## config.mk

```make
export PLATFORM = sky130hd
export DESIGN_NAME = mcdf_arbiter_flat
export DESIGN_NICKNAME = d
export VERILOG_FILES = /design/src/rtl/mcdf_arbiter_if.sv /design/src/rtl/mcdf_arbiter.sv /design/src/flat_wrapper.sv
export SDC_FILE = /design/constraint.sdc
export NUM_CORES = 1
export LEC_CHECK = 0
export BUFFER_PORTS_ARGS = -buffer_cell sky130_fd_sc_hd__buf_2
export CAP_MARGIN = 0
export CORE_UTILIZATION = 51
export DETAILED_ROUTE_END_ITERATION = 16
export PLACE_DENSITY = 0.86
export SETUP_SLACK_MARGIN = 0.15
export SYNTH_ARGS = -nofsm -noshare
export SYNTH_HDL_FRONTEND = slang
export SYNTH_SLANG_ARGS = --single-unit
```

## constraint.sdc

```tcl
create_clock -name clk_i -period 11.9 [get_ports clk_i]
set_input_delay 0 -clock clk_i [delete_from_list [all_inputs] [get_ports clk_i]]
set_output_delay 0 -clock clk_i [all_outputs]
set_load 0.05 [all_outputs]
```

## src/rtl/mcdf_arbiter_if.sv

```systemverilog
// MCDF arbiter bundle: per-channel slave req/ack/val handshake, channel
// configuration from the register block, and the formatter-side packet stream.
interface mcdf_arbiter_if;
    logic        slv0_req_i,    slv1_req_i,    slv2_req_i;
    logic        slv0_val_i,    slv1_val_i,    slv2_val_i;
    logic [31:0] slv0_data_i,   slv1_data_i,   slv2_data_i;
    logic        slv0_en_i,     slv1_en_i,     slv2_en_i;
    logic [1:0]  slv0_prio_i,   slv1_prio_i,   slv2_prio_i;
    logic [2:0]  slv0_pkglen_i, slv1_pkglen_i, slv2_pkglen_i;
    logic        fmt_ready_i;
    logic        a2s0_ack_o,    a2s1_ack_o,    a2s2_ack_o;
    logic        a2f_val_o;
    logic [31:0] a2f_data_o;
    logic [1:0]  a2f_id_o;
    logic        a2f_sop_o;
    logic        a2f_eop_o;
    logic [5:0]  a2f_pkglen_o;
    logic        a2f_busy_o;
    logic        a2f_err_o;

    modport master (
        input  slv0_req_i, slv1_req_i, slv2_req_i,
        input  slv0_val_i, slv1_val_i, slv2_val_i,
        input  slv0_data_i, slv1_data_i, slv2_data_i,
        input  slv0_en_i, slv1_en_i, slv2_en_i,
        input  slv0_prio_i, slv1_prio_i, slv2_prio_i,
        input  slv0_pkglen_i, slv1_pkglen_i, slv2_pkglen_i,
        input  fmt_ready_i,
        output a2s0_ack_o, a2s1_ack_o, a2s2_ack_o,
        output a2f_val_o, a2f_data_o, a2f_id_o, a2f_sop_o, a2f_eop_o,
        output a2f_pkglen_o, a2f_busy_o, a2f_err_o
    );

    modport slave (
        output slv0_req_i, slv1_req_i, slv2_req_i,
        output slv0_val_i, slv1_val_i, slv2_val_i,
        output slv0_data_i, slv1_data_i, slv2_data_i,
        output slv0_en_i, slv1_en_i, slv2_en_i,
        output slv0_prio_i, slv1_prio_i, slv2_prio_i,
        output slv0_pkglen_i, slv1_pkglen_i, slv2_pkglen_i,
        output fmt_ready_i,
        input  a2s0_ack_o, a2s1_ack_o, a2s2_ack_o,
        input  a2f_val_o, a2f_data_o, a2f_id_o, a2f_sop_o, a2f_eop_o,
        input  a2f_pkglen_o, a2f_busy_o, a2f_err_o
    );
endinterface

```

## src/rtl/mcdf_arbiter.sv

```systemverilog
// Three-channel MCDF packet arbiter: priority grant with round-robin tie-break,
// one-cycle ack, then forwards the granted channel's burst to the formatter.
//
// state  | meaning
// IDLE   | look for an eligible channel while the formatter is ready
// ACK    | one-cycle ack pulse to the winner
// WAIT   | wait up to 4 cycles for the first val beat
// XFER   | forward val beats until the latched length is reached
module mcdf_arbiter (
    input  logic           clk_i,
    input  logic           rstn_i,
    mcdf_arbiter_if.master bus
);
    typedef enum logic [1:0] {S_IDLE, S_ACK, S_WAIT, S_XFER} state_t;

    state_t      state;
    logic [2:0]  req, val, en, elig;
    logic [1:0]  prio [3];
    logic [2:0]  code [3];
    logic [31:0] data [3];

    logic [1:0]  ptr;
    logic [5:0]  cnt;
    logic [1:0]  tmr;
    logic [2:0]  ack_q;
    logic        val_q, sop_q, eop_q, busy_q, err_q;
    logic [31:0] data_q;
    logic [1:0]  id_q;
    logic [5:0]  len_q;

    logic        win_vld;
    logic [1:0]  win_id, best_prio, c;
    logic        g_val, g_en;

    assign req  = {bus.slv2_req_i, bus.slv1_req_i, bus.slv0_req_i};
    assign val  = {bus.slv2_val_i, bus.slv1_val_i, bus.slv0_val_i};
    assign en   = {bus.slv2_en_i,  bus.slv1_en_i,  bus.slv0_en_i};
    assign elig = req & en;

    assign prio[0] = bus.slv0_prio_i;
    assign prio[1] = bus.slv1_prio_i;
    assign prio[2] = bus.slv2_prio_i;
    assign code[0] = bus.slv0_pkglen_i;
    assign code[1] = bus.slv1_pkglen_i;
    assign code[2] = bus.slv2_pkglen_i;
    assign data[0] = bus.slv0_data_i;
    assign data[1] = bus.slv1_data_i;
    assign data[2] = bus.slv2_data_i;

    function automatic logic [1:0] next_ch(input logic [1:0] ch);
        return (ch == 2'd2) ? 2'd0 : ch + 2'd1;
    endfunction

    function automatic logic [5:0] len_decode(input logic [2:0] cd);
        if (cd[2]) return 6'd32;
        case (cd[1:0])
            2'd0:    return 6'd4;
            2'd1:    return 6'd8;
            2'd2:    return 6'd16;
            default: return 6'd32;
        endcase
    endfunction

    // Scan in round-robin order from ptr+1; strict '<' keeps the earliest
    // channel in that order on a priority tie.
    always_comb begin
        win_vld   = 1'b0;
        win_id    = 2'd0;
        best_prio = 2'd3;
        c         = ptr;
        for (int k = 0; k < 3; k++) begin
            c = next_ch(c);
            if (elig[c] && (!win_vld || prio[c] < best_prio)) begin
                win_vld   = 1'b1;
                win_id    = c;
                best_prio = prio[c];
            end
        end
    end

    assign g_val = val[id_q];
    assign g_en  = en[id_q];

    always_ff @(posedge clk_i or negedge rstn_i) begin
        if (!rstn_i) begin
            state  <= S_IDLE;
            ptr    <= 2'd2;
            cnt    <= 6'd0;
            tmr    <= 2'd0;
            ack_q  <= 3'b000;
            val_q  <= 1'b0;
            sop_q  <= 1'b0;
            eop_q  <= 1'b0;
            busy_q <= 1'b0;
            err_q  <= 1'b0;
            data_q <= 32'd0;
            id_q   <= 2'd0;
            len_q  <= 6'd0;
        end else begin
            ack_q <= 3'b000;
            val_q <= 1'b0;
            sop_q <= 1'b0;
            eop_q <= 1'b0;
            err_q <= 1'b0;
            case (state)
                S_IDLE: begin
                    busy_q <= 1'b0;
                    if (win_vld && bus.fmt_ready_i) begin
                        ack_q  <= 3'b001 << win_id;
                        id_q   <= win_id;
                        ptr    <= win_id;
                        len_q  <= len_decode(code[win_id]);
                        busy_q <= 1'b1;
                        state  <= S_ACK;
                    end
                end
                S_ACK: begin
                    if (!g_en) begin
                        err_q  <= 1'b1;
                        busy_q <= 1'b0;
                        state  <= S_IDLE;
                    end else begin
                        tmr   <= 2'd3;
                        state <= S_WAIT;
                    end
                end
                S_WAIT: begin
                    if (!g_en) begin
                        err_q  <= 1'b1;
                        busy_q <= 1'b0;
                        state  <= S_IDLE;
                    end else if (g_val) begin
                        val_q  <= 1'b1;
                        sop_q  <= 1'b1;
                        data_q <= data[id_q];
                        cnt    <= 6'd1;
                        if (len_q == 6'd1) begin
                            eop_q <= 1'b1;
                            state <= S_IDLE;
                        end else begin
                            state <= S_XFER;
                        end
                    end else if (tmr == 2'd0) begin
                        err_q  <= 1'b1;
                        busy_q <= 1'b0;
                        state  <= S_IDLE;
                    end else begin
                        tmr <= tmr - 2'd1;
                    end
                end
                S_XFER: begin
                    if (!g_en) begin
                        err_q  <= 1'b1;
                        busy_q <= 1'b0;
                        state  <= S_IDLE;
                    end else if (g_val) begin
                        val_q  <= 1'b1;
                        data_q <= data[id_q];
                        if (cnt + 6'd1 == len_q) begin
                            eop_q <= 1'b1;
                            state <= S_IDLE;
                        end else begin
                            cnt <= cnt + 6'd1;
                        end
                    end
                end
                default: state <= S_IDLE;
            endcase
        end
    end

    assign bus.a2s0_ack_o   = ack_q[0];
    assign bus.a2s1_ack_o   = ack_q[1];
    assign bus.a2s2_ack_o   = ack_q[2];
    assign bus.a2f_val_o    = val_q;
    assign bus.a2f_data_o   = data_q;
    assign bus.a2f_id_o     = id_q;
    assign bus.a2f_sop_o    = sop_q;
    assign bus.a2f_eop_o    = eop_q;
    assign bus.a2f_pkglen_o = len_q;
    assign bus.a2f_busy_o   = busy_q;
    assign bus.a2f_err_o    = err_q;
endmodule

```

## src/flat_wrapper.sv

```systemverilog
// flat-port wrapper written by rule: the top's interface ports become plain ports
module mcdf_arbiter_flat 
  (clk_i, rstn_i, bus_slv0_req_i, bus_slv1_req_i, bus_slv2_req_i, bus_slv0_val_i, bus_slv1_val_i, bus_slv2_val_i, bus_slv0_data_i, bus_slv1_data_i, bus_slv2_data_i, bus_slv0_en_i, bus_slv1_en_i, bus_slv2_en_i, bus_slv0_prio_i, bus_slv1_prio_i, bus_slv2_prio_i, bus_slv0_pkglen_i, bus_slv1_pkglen_i, bus_slv2_pkglen_i, bus_fmt_ready_i, bus_a2s0_ack_o, bus_a2s1_ack_o, bus_a2s2_ack_o, bus_a2f_val_o, bus_a2f_data_o, bus_a2f_id_o, bus_a2f_sop_o, bus_a2f_eop_o, bus_a2f_pkglen_o, bus_a2f_busy_o, bus_a2f_err_o);
  mcdf_arbiter_if bus_i ();
  input  logic clk_i;
  input  logic rstn_i;
  input wire logic [$bits(bus_i.slv0_req_i)-1:0] bus_slv0_req_i;
  input wire logic [$bits(bus_i.slv1_req_i)-1:0] bus_slv1_req_i;
  input wire logic [$bits(bus_i.slv2_req_i)-1:0] bus_slv2_req_i;
  input wire logic [$bits(bus_i.slv0_val_i)-1:0] bus_slv0_val_i;
  input wire logic [$bits(bus_i.slv1_val_i)-1:0] bus_slv1_val_i;
  input wire logic [$bits(bus_i.slv2_val_i)-1:0] bus_slv2_val_i;
  input wire logic [$bits(bus_i.slv0_data_i)-1:0] bus_slv0_data_i;
  input wire logic [$bits(bus_i.slv1_data_i)-1:0] bus_slv1_data_i;
  input wire logic [$bits(bus_i.slv2_data_i)-1:0] bus_slv2_data_i;
  input wire logic [$bits(bus_i.slv0_en_i)-1:0] bus_slv0_en_i;
  input wire logic [$bits(bus_i.slv1_en_i)-1:0] bus_slv1_en_i;
  input wire logic [$bits(bus_i.slv2_en_i)-1:0] bus_slv2_en_i;
  input wire logic [$bits(bus_i.slv0_prio_i)-1:0] bus_slv0_prio_i;
  input wire logic [$bits(bus_i.slv1_prio_i)-1:0] bus_slv1_prio_i;
  input wire logic [$bits(bus_i.slv2_prio_i)-1:0] bus_slv2_prio_i;
  input wire logic [$bits(bus_i.slv0_pkglen_i)-1:0] bus_slv0_pkglen_i;
  input wire logic [$bits(bus_i.slv1_pkglen_i)-1:0] bus_slv1_pkglen_i;
  input wire logic [$bits(bus_i.slv2_pkglen_i)-1:0] bus_slv2_pkglen_i;
  input wire logic [$bits(bus_i.fmt_ready_i)-1:0] bus_fmt_ready_i;
  output wire logic [$bits(bus_i.a2s0_ack_o)-1:0] bus_a2s0_ack_o;
  output wire logic [$bits(bus_i.a2s1_ack_o)-1:0] bus_a2s1_ack_o;
  output wire logic [$bits(bus_i.a2s2_ack_o)-1:0] bus_a2s2_ack_o;
  output wire logic [$bits(bus_i.a2f_val_o)-1:0] bus_a2f_val_o;
  output wire logic [$bits(bus_i.a2f_data_o)-1:0] bus_a2f_data_o;
  output wire logic [$bits(bus_i.a2f_id_o)-1:0] bus_a2f_id_o;
  output wire logic [$bits(bus_i.a2f_sop_o)-1:0] bus_a2f_sop_o;
  output wire logic [$bits(bus_i.a2f_eop_o)-1:0] bus_a2f_eop_o;
  output wire logic [$bits(bus_i.a2f_pkglen_o)-1:0] bus_a2f_pkglen_o;
  output wire logic [$bits(bus_i.a2f_busy_o)-1:0] bus_a2f_busy_o;
  output wire logic [$bits(bus_i.a2f_err_o)-1:0] bus_a2f_err_o;
  assign bus_i.slv0_req_i = bus_slv0_req_i;
  assign bus_i.slv1_req_i = bus_slv1_req_i;
  assign bus_i.slv2_req_i = bus_slv2_req_i;
  assign bus_i.slv0_val_i = bus_slv0_val_i;
  assign bus_i.slv1_val_i = bus_slv1_val_i;
  assign bus_i.slv2_val_i = bus_slv2_val_i;
  assign bus_i.slv0_data_i = bus_slv0_data_i;
  assign bus_i.slv1_data_i = bus_slv1_data_i;
  assign bus_i.slv2_data_i = bus_slv2_data_i;
  assign bus_i.slv0_en_i = bus_slv0_en_i;
  assign bus_i.slv1_en_i = bus_slv1_en_i;
  assign bus_i.slv2_en_i = bus_slv2_en_i;
  assign bus_i.slv0_prio_i = bus_slv0_prio_i;
  assign bus_i.slv1_prio_i = bus_slv1_prio_i;
  assign bus_i.slv2_prio_i = bus_slv2_prio_i;
  assign bus_i.slv0_pkglen_i = bus_slv0_pkglen_i;
  assign bus_i.slv1_pkglen_i = bus_slv1_pkglen_i;
  assign bus_i.slv2_pkglen_i = bus_slv2_pkglen_i;
  assign bus_i.fmt_ready_i = bus_fmt_ready_i;
  assign bus_a2s0_ack_o = bus_i.a2s0_ack_o;
  assign bus_a2s1_ack_o = bus_i.a2s1_ack_o;
  assign bus_a2s2_ack_o = bus_i.a2s2_ack_o;
  assign bus_a2f_val_o = bus_i.a2f_val_o;
  assign bus_a2f_data_o = bus_i.a2f_data_o;
  assign bus_a2f_id_o = bus_i.a2f_id_o;
  assign bus_a2f_sop_o = bus_i.a2f_sop_o;
  assign bus_a2f_eop_o = bus_i.a2f_eop_o;
  assign bus_a2f_pkglen_o = bus_i.a2f_pkglen_o;
  assign bus_a2f_busy_o = bus_i.a2f_busy_o;
  assign bus_a2f_err_o = bus_i.a2f_err_o;
  mcdf_arbiter u_core (.clk_i(clk_i), .rstn_i(rstn_i), .bus(bus_i));
endmodule
```

---- Yosys cells after proc, flatten, opt, wreduce, memory -nomap -nowiden ----
Cells that the tools add are included.
Widths: inputs -> output; s select.
operators by class
  $add $sub $neg .......................... 5
  multiply operators ...................... 0
  divide/modulo/power cells ............... 0
  $lt $le $gt $ge ......................... 11
  equality and inequality tests ........... 25
  shift operators ......................... 1
  muxes and demuxes ....................... 87
  bitwise gates (word level) .............. 6
  reduce and logical (&&, ||, !) cells .... 20
operators by type and width
  kind                 number
  $bmux 32 s2          1
  $mux 32              2
  $mux 2               27
  $mux 6               7
  $mux 1               30
  $pmux 6 s3           1
  $ge 3x3->1 const B   5
  $not 2->3            5
  $bmux 2 s2           3
  $eq 2x2->1 const B   6
  $lt 2x3->1 const B   4
  $mux 3               4
  $ne 2x1->1 const B   6
  $pmux 6 s2           1
  $bmux 1 s2           5
  $ne 3x3->1 const B   3
  $ne 2x2->1 const B   4
  $pmux 2 s4           1
  $add 2x1->2 const B  3
  $add 6x1->6 const B  1
  $bmux 3 s2           1
  $eq 6x1->1 const B   1
  $eq 6x6->1           1
  $logic_not 2->1      3
  other kinds (20)     30
storage, ports and cells
  register bits ........................... 60
  bits in latches ......................... 0
  bits in writable memories ............... 0
  memory bits (read-only) ................. 0
  input port bits ......................... 123
  output and inout bits ................... 48
  logic and storage cells ................. 168
  memories ................................ 0

---- Logic depth before layout (Yosys ltp) ----
  word-level depth ........................ 24
  mapped depth ............................ 21
  mapped depth without buffers ............ 19

---- Least setup slack after synthesis ----
Ideal clock, no wire load.
  path kind ............................... register to register
  start point ............................. reg u_core.bus.a2f_id_o[0] (netlist name)
  end point ............................... reg u_core.len_q[5] (netlist: u_core.bus.a2f_pkglen_o[5])
  setup time .............................. 124 ps
  arrival time ............................ 4,617 ps
  path slack .............................. 7,159 ps
  cell stages (with the launch flop) ...... 21
  cells stage by stage .................... dfrtp_1 > clkbuf_1 > clkbuf_1 > mux2i_1 > nand2_1 > a22oi_1 > ha_1 > o2111ai_1 > nand3_2 > nand2_1 > a21oi_1 > ha_1 > nor2_1 > a21oi_1 > nor4_1 > a311oi_1 > or4bb_1 > o211ai_2 > mux2_4 > mux2_4 > o31a_1
RTL lines
  item                  line                 RTL
  end signal, assigned  mcdf_arbiter.sv:112  len_q <= len_decode(code[win_id]);
  end, declared         mcdf_arbiter.sv:29   logic [5:0] len_q;

==> flow_summary.yaml <==
timing:
  setup_tns_ns: 0
  worstMarginPinSlew_ns: 0.963
  pins_over_their_slew_limit: 0
  fmaxAchievable_ghz: 0.186
  finClkSkew_ns: 0.0118
  setup_viol_count_final: 0
  grt_setup_unrepaired: "no"
  final.period_utilization: 0.452
  timing.max_slew.rel_slack: 0.358
  timing.final.ws_setup_ns: 6.52
  finalHoldViolations: 0
  timing.final.crit_period_ns: 5.38
routing:
  num_vias: 4029
  routed_wl_um: 11600
  wl_per_cell_um: 15.9
  detail-route-antenna-nets: 0
  drt-initial-drc-count: 212
  detail_route.first_pass.iterations: 5
  post_drt_via_cell_ratio: 5.51
  remaining_drc_errors: 0
finish:
  area_of_the_multi_input_gates_um2: 2130
  area.sequential_um2: 1430
  share_of_cells_above_drive_strength_1: 0.325
  final.fill_count: 488
  p_r_area_growth_vs_syn_pct: 39.8
  final_nets: 762
clocking:
  cts_tree: "yes"
  path_clk_slew_ns: 0.07
  numCtsBuffers: 9
  quantity_of_gates_resized_following_cts: 0
  clock_path_buffers: 2
  cts_sinks: 57
  clock-root-buffer: "clkbuf_8"
  clkLatencyLatePin_ns: 0.35
  htree_num_levels: 3
placement:
  portBuffers: 168
  hpwl_um: 7680
  preCtsSetupSlack_ns: 6.59
  gp_congestion: 0.920
synthesis:
  synth_mux_area_frac: 0.132
  simple_logic_cell_fraction_of_the_synthesized_area: 0.171
  ys.flop_type: "dfrtp_1"
  synth.top_cells.by_area: "dfrtp_1 38%, mux2i_1 11%, a21oi_1 6.4%, nand2_1 6.2%, o21ai_0 6.0%"
  postSynthRegisterBits: 57
  yosys_warnings: 0
  synth_adder_area_share: 0.0338
  synthesis.instances: 437
  synth.lib_cells_used.distinct: 53
  post-synth-top-area-cell: "dfrtp_1"
  synthXorXnorAreaFrac: 0.0189
  fraction_of_post_synthesis_cell_area_in_the_top_cell_type_by_area: 0.379
  async_reset_ff_frac: 1.00
  synth-compound-area-share: 0.215
  portion_of_the_post_synthesis_area_used_by_sequential_elements: 0.386
  synth_edf_count: 0
  netlist_area_um2: 3700
  dominant_combinational_cell_family_by_area_after_synthesis: "compound AO/OA/AOI/OAI gates"
  syn-mean-instance-area_um2: 8.47
critical_path:
  timing.critical_path.arrival_ns: 5.62
  worstRegToRegCells: 19
  worst_path_required_time_ns: 12.14
  timing.critical_path.slowest_stage_cell: "dfrtp_2"
  cp-end-kind: "register"
  critical_path.cell_chain: "nor2b_1 > a22oi_1 > a22oi_1 > ha_1 > o2111ai_1 > nand3_2 > nand2_1 > nor2_1 > a21oi_1 > ha_1 > nor2_1 > a21oi_1 > nor4_1 > a311oi_1 > or4bb_1 > o211ai_2 > mux2_4 > mux2_4 > o41ai_2"
  worst-r2r-setup-slack_ns: 6.52
  cpPeakStageDelay_ns: 0.99
  worstSetupPathType: "reg -> reg"
  crit_path_start_kind: "register"
  worst-path-max-fanout: 54
floorplan:
  initial_core_util: 0.536
  die_y_um: 87.2
  core_um2: 6910
  fp.dieArea_um2: 7600
  io-pin-count: 171
  num_rows: 30
  die_boundary_width_um: 87.2
grt:
  global_route_wire_length_before_repair_um: 18000
  gr-usage-all-layers: 0.310
  antenna_found_initial: 1
  grt.overflow.total: 0
  grt_start_max_net_pins: 67
  grt_pass1_vias: 3892
hold_path:
  min_path_cells: 4
  hold_class: "in -> reg"
power:
  power_density_nw_per_um2: 236
  report.power.total_mw: 1.22
  power_leakage_nw: 2.71
  ir_worst_vdd_mv: 0.145
flow_run:
  reported_max_cap_violation_count: 0
run_status:
  outcome: "finished clean"
==> repair_timing <==
item	4_1_cts	5_1_grt
endpoints found under the hold margin	89	0
hold buffers	34	0
setup buffers	0	0
==> synth_stat cells (all sizes together) (3+ instances only) <==
| master | n |
|---|---|
| inv | 12 |
| xor2 | 3 |
| nor2 | 52 |
| mux2 | 7 |
| clkbuf | 18 |
| nand2 | 61 |
| o211ai | 6 |
| nor3 | 7 |
| o21ai | 44 |
| a21oi | 47 |
| xnor2 | 5 |
| mux2i | 40 |
| a32o | 3 |
| a21o | 3 |
| dfrtp | 56 |
| a22oi | 5 |
| buf | 8 |
| nor2b | 3 |
| ha | 10 |
| nand3 | 4 |
| nand2b | 4 |
| and2 | 7 |
==> layout by cell type (no fill, tap or decap), types with 3 or more instances in the layout <==
master	netlist	routed
a32o_1	3	3
nand3_1	3	3
and2_1	5	5
nor3_1	7	7
xnor2_1	5	5
dfrtp_1	56	54
xor2_1	3	3
buf_2	1	168
a21o_1	3	3
inv_1	12	12
a22oi_1	5	5
a21oi_1	47	47
o211ai_1	5	5
nor2_1	52	52
dlygate4sd3_1	0	34
buf_4	3	4
mux2i_1	40	40
nand2b_1	4	4
o21ai_0	44	43
clkinv_4	0	4
mux2_2	5	5
clkbuf_8	0	9
nand2_1	61	61
ha_1	10	10
==> critical path: cells and delay by family (launching register included) <==
family / cells / cell delay [ns]
fa+ha+maj: 2 / 0.48
simple gates: 7 / 1.31
mux: 2 / 0.61
flops: 1 / 0.99
compound gates: 8 / 1.90
==> kinds of logic after synthesis <==
family / after synthesis
AO/OA/AOI/OAI: 130
flip-flops: 57
XOR/XNOR: 8
multiplexers: 47
other: 1
AND/OR/NAND/NOR: 146
buffers and inverters: 38
adder cells (fa/ha/maj): 10
==> power breakdown <==
part / internal (mW) / switching [mW] / total [mW]
Clock: 0.120 / 0.0891 / 0.209
Combinational: 0.229 / 0.466 / 0.695
Sequential: 0.258 / 0.0592 / 0.318
==> layer usage <==
metal,wire length [um],up-vias,global-route usage
li1,-,1921,-
met1,4580,1889,0.357
met2,5770,178,0.533
met3,774,41,0.0701
met4,478,0,0.173
met5,0,-,0
==> path summary, 6_finish.rpt <==
path	end	from
setup reg to reg	u_core.bus.a2f_pkglen_o[4]	u_core.bus.a2f_id_o[0]
hold / removal	u_core.bus.a2f_pkglen_o[4]	bus_slv1_pkglen_i[0]
setup / recovery	u_core.bus.a2f_pkglen_o[4]	u_core.bus.a2f_id_o[0]
min in group asynchronous	u_core.bus.a2f_err_o	rstn_i
max in group asynchronous	u_core.bus.a2f_id_o[0]	rstn_i
hold reg to reg	u_core.bus.a2f_data_o[7]	u_core.bus.a2f_data_o[7]
==> metrics by stage <==
stage	utilization	std cells	area (um2)	hold slack [ns]
after floorplan	-	438	3700	-0.296
after global placement	0.666	680	4600	0.176
after detailed placement	0.666	680	4600	0.185
after CTS	0.748	730	5170	0.0327
after global routing	0.749	731	5170	0.0582
final	0.749	731	5170	0.0436
==> state kept, by name, summed over array words and instances, names as in the netlist <==
signal,count
u_core.bus.a2f_pkglen_o,4
u_core.bus.a2f_eop_o,1
u_core.bus.a2f_id_o,2
u_core.cnt,6
u_core.bus.a2f_busy_o,1
u_core.bus.a2f_sop_o,1
u_core.ack_q,3
u_core.bus.a2f_val_o,1
u_core.ptr,1
u_core.tmr,2
u_core.state,2
u_core.bus.a2f_data_o,32
u_core.bus.a2f_err_o,1
==> area by class of cell <==
cell class	instances	area share
clock inverter	7	0.0201
antenna	1	0.000484
tap	96	0.0232
inverter	12	0.00871
clock buffer	9	0.0240
multi-input combinational	343	0.413
timing repair buffer	206	0.234
sequential	57	0.277
No activity file was read; power rests on OpenSTA's default activity.
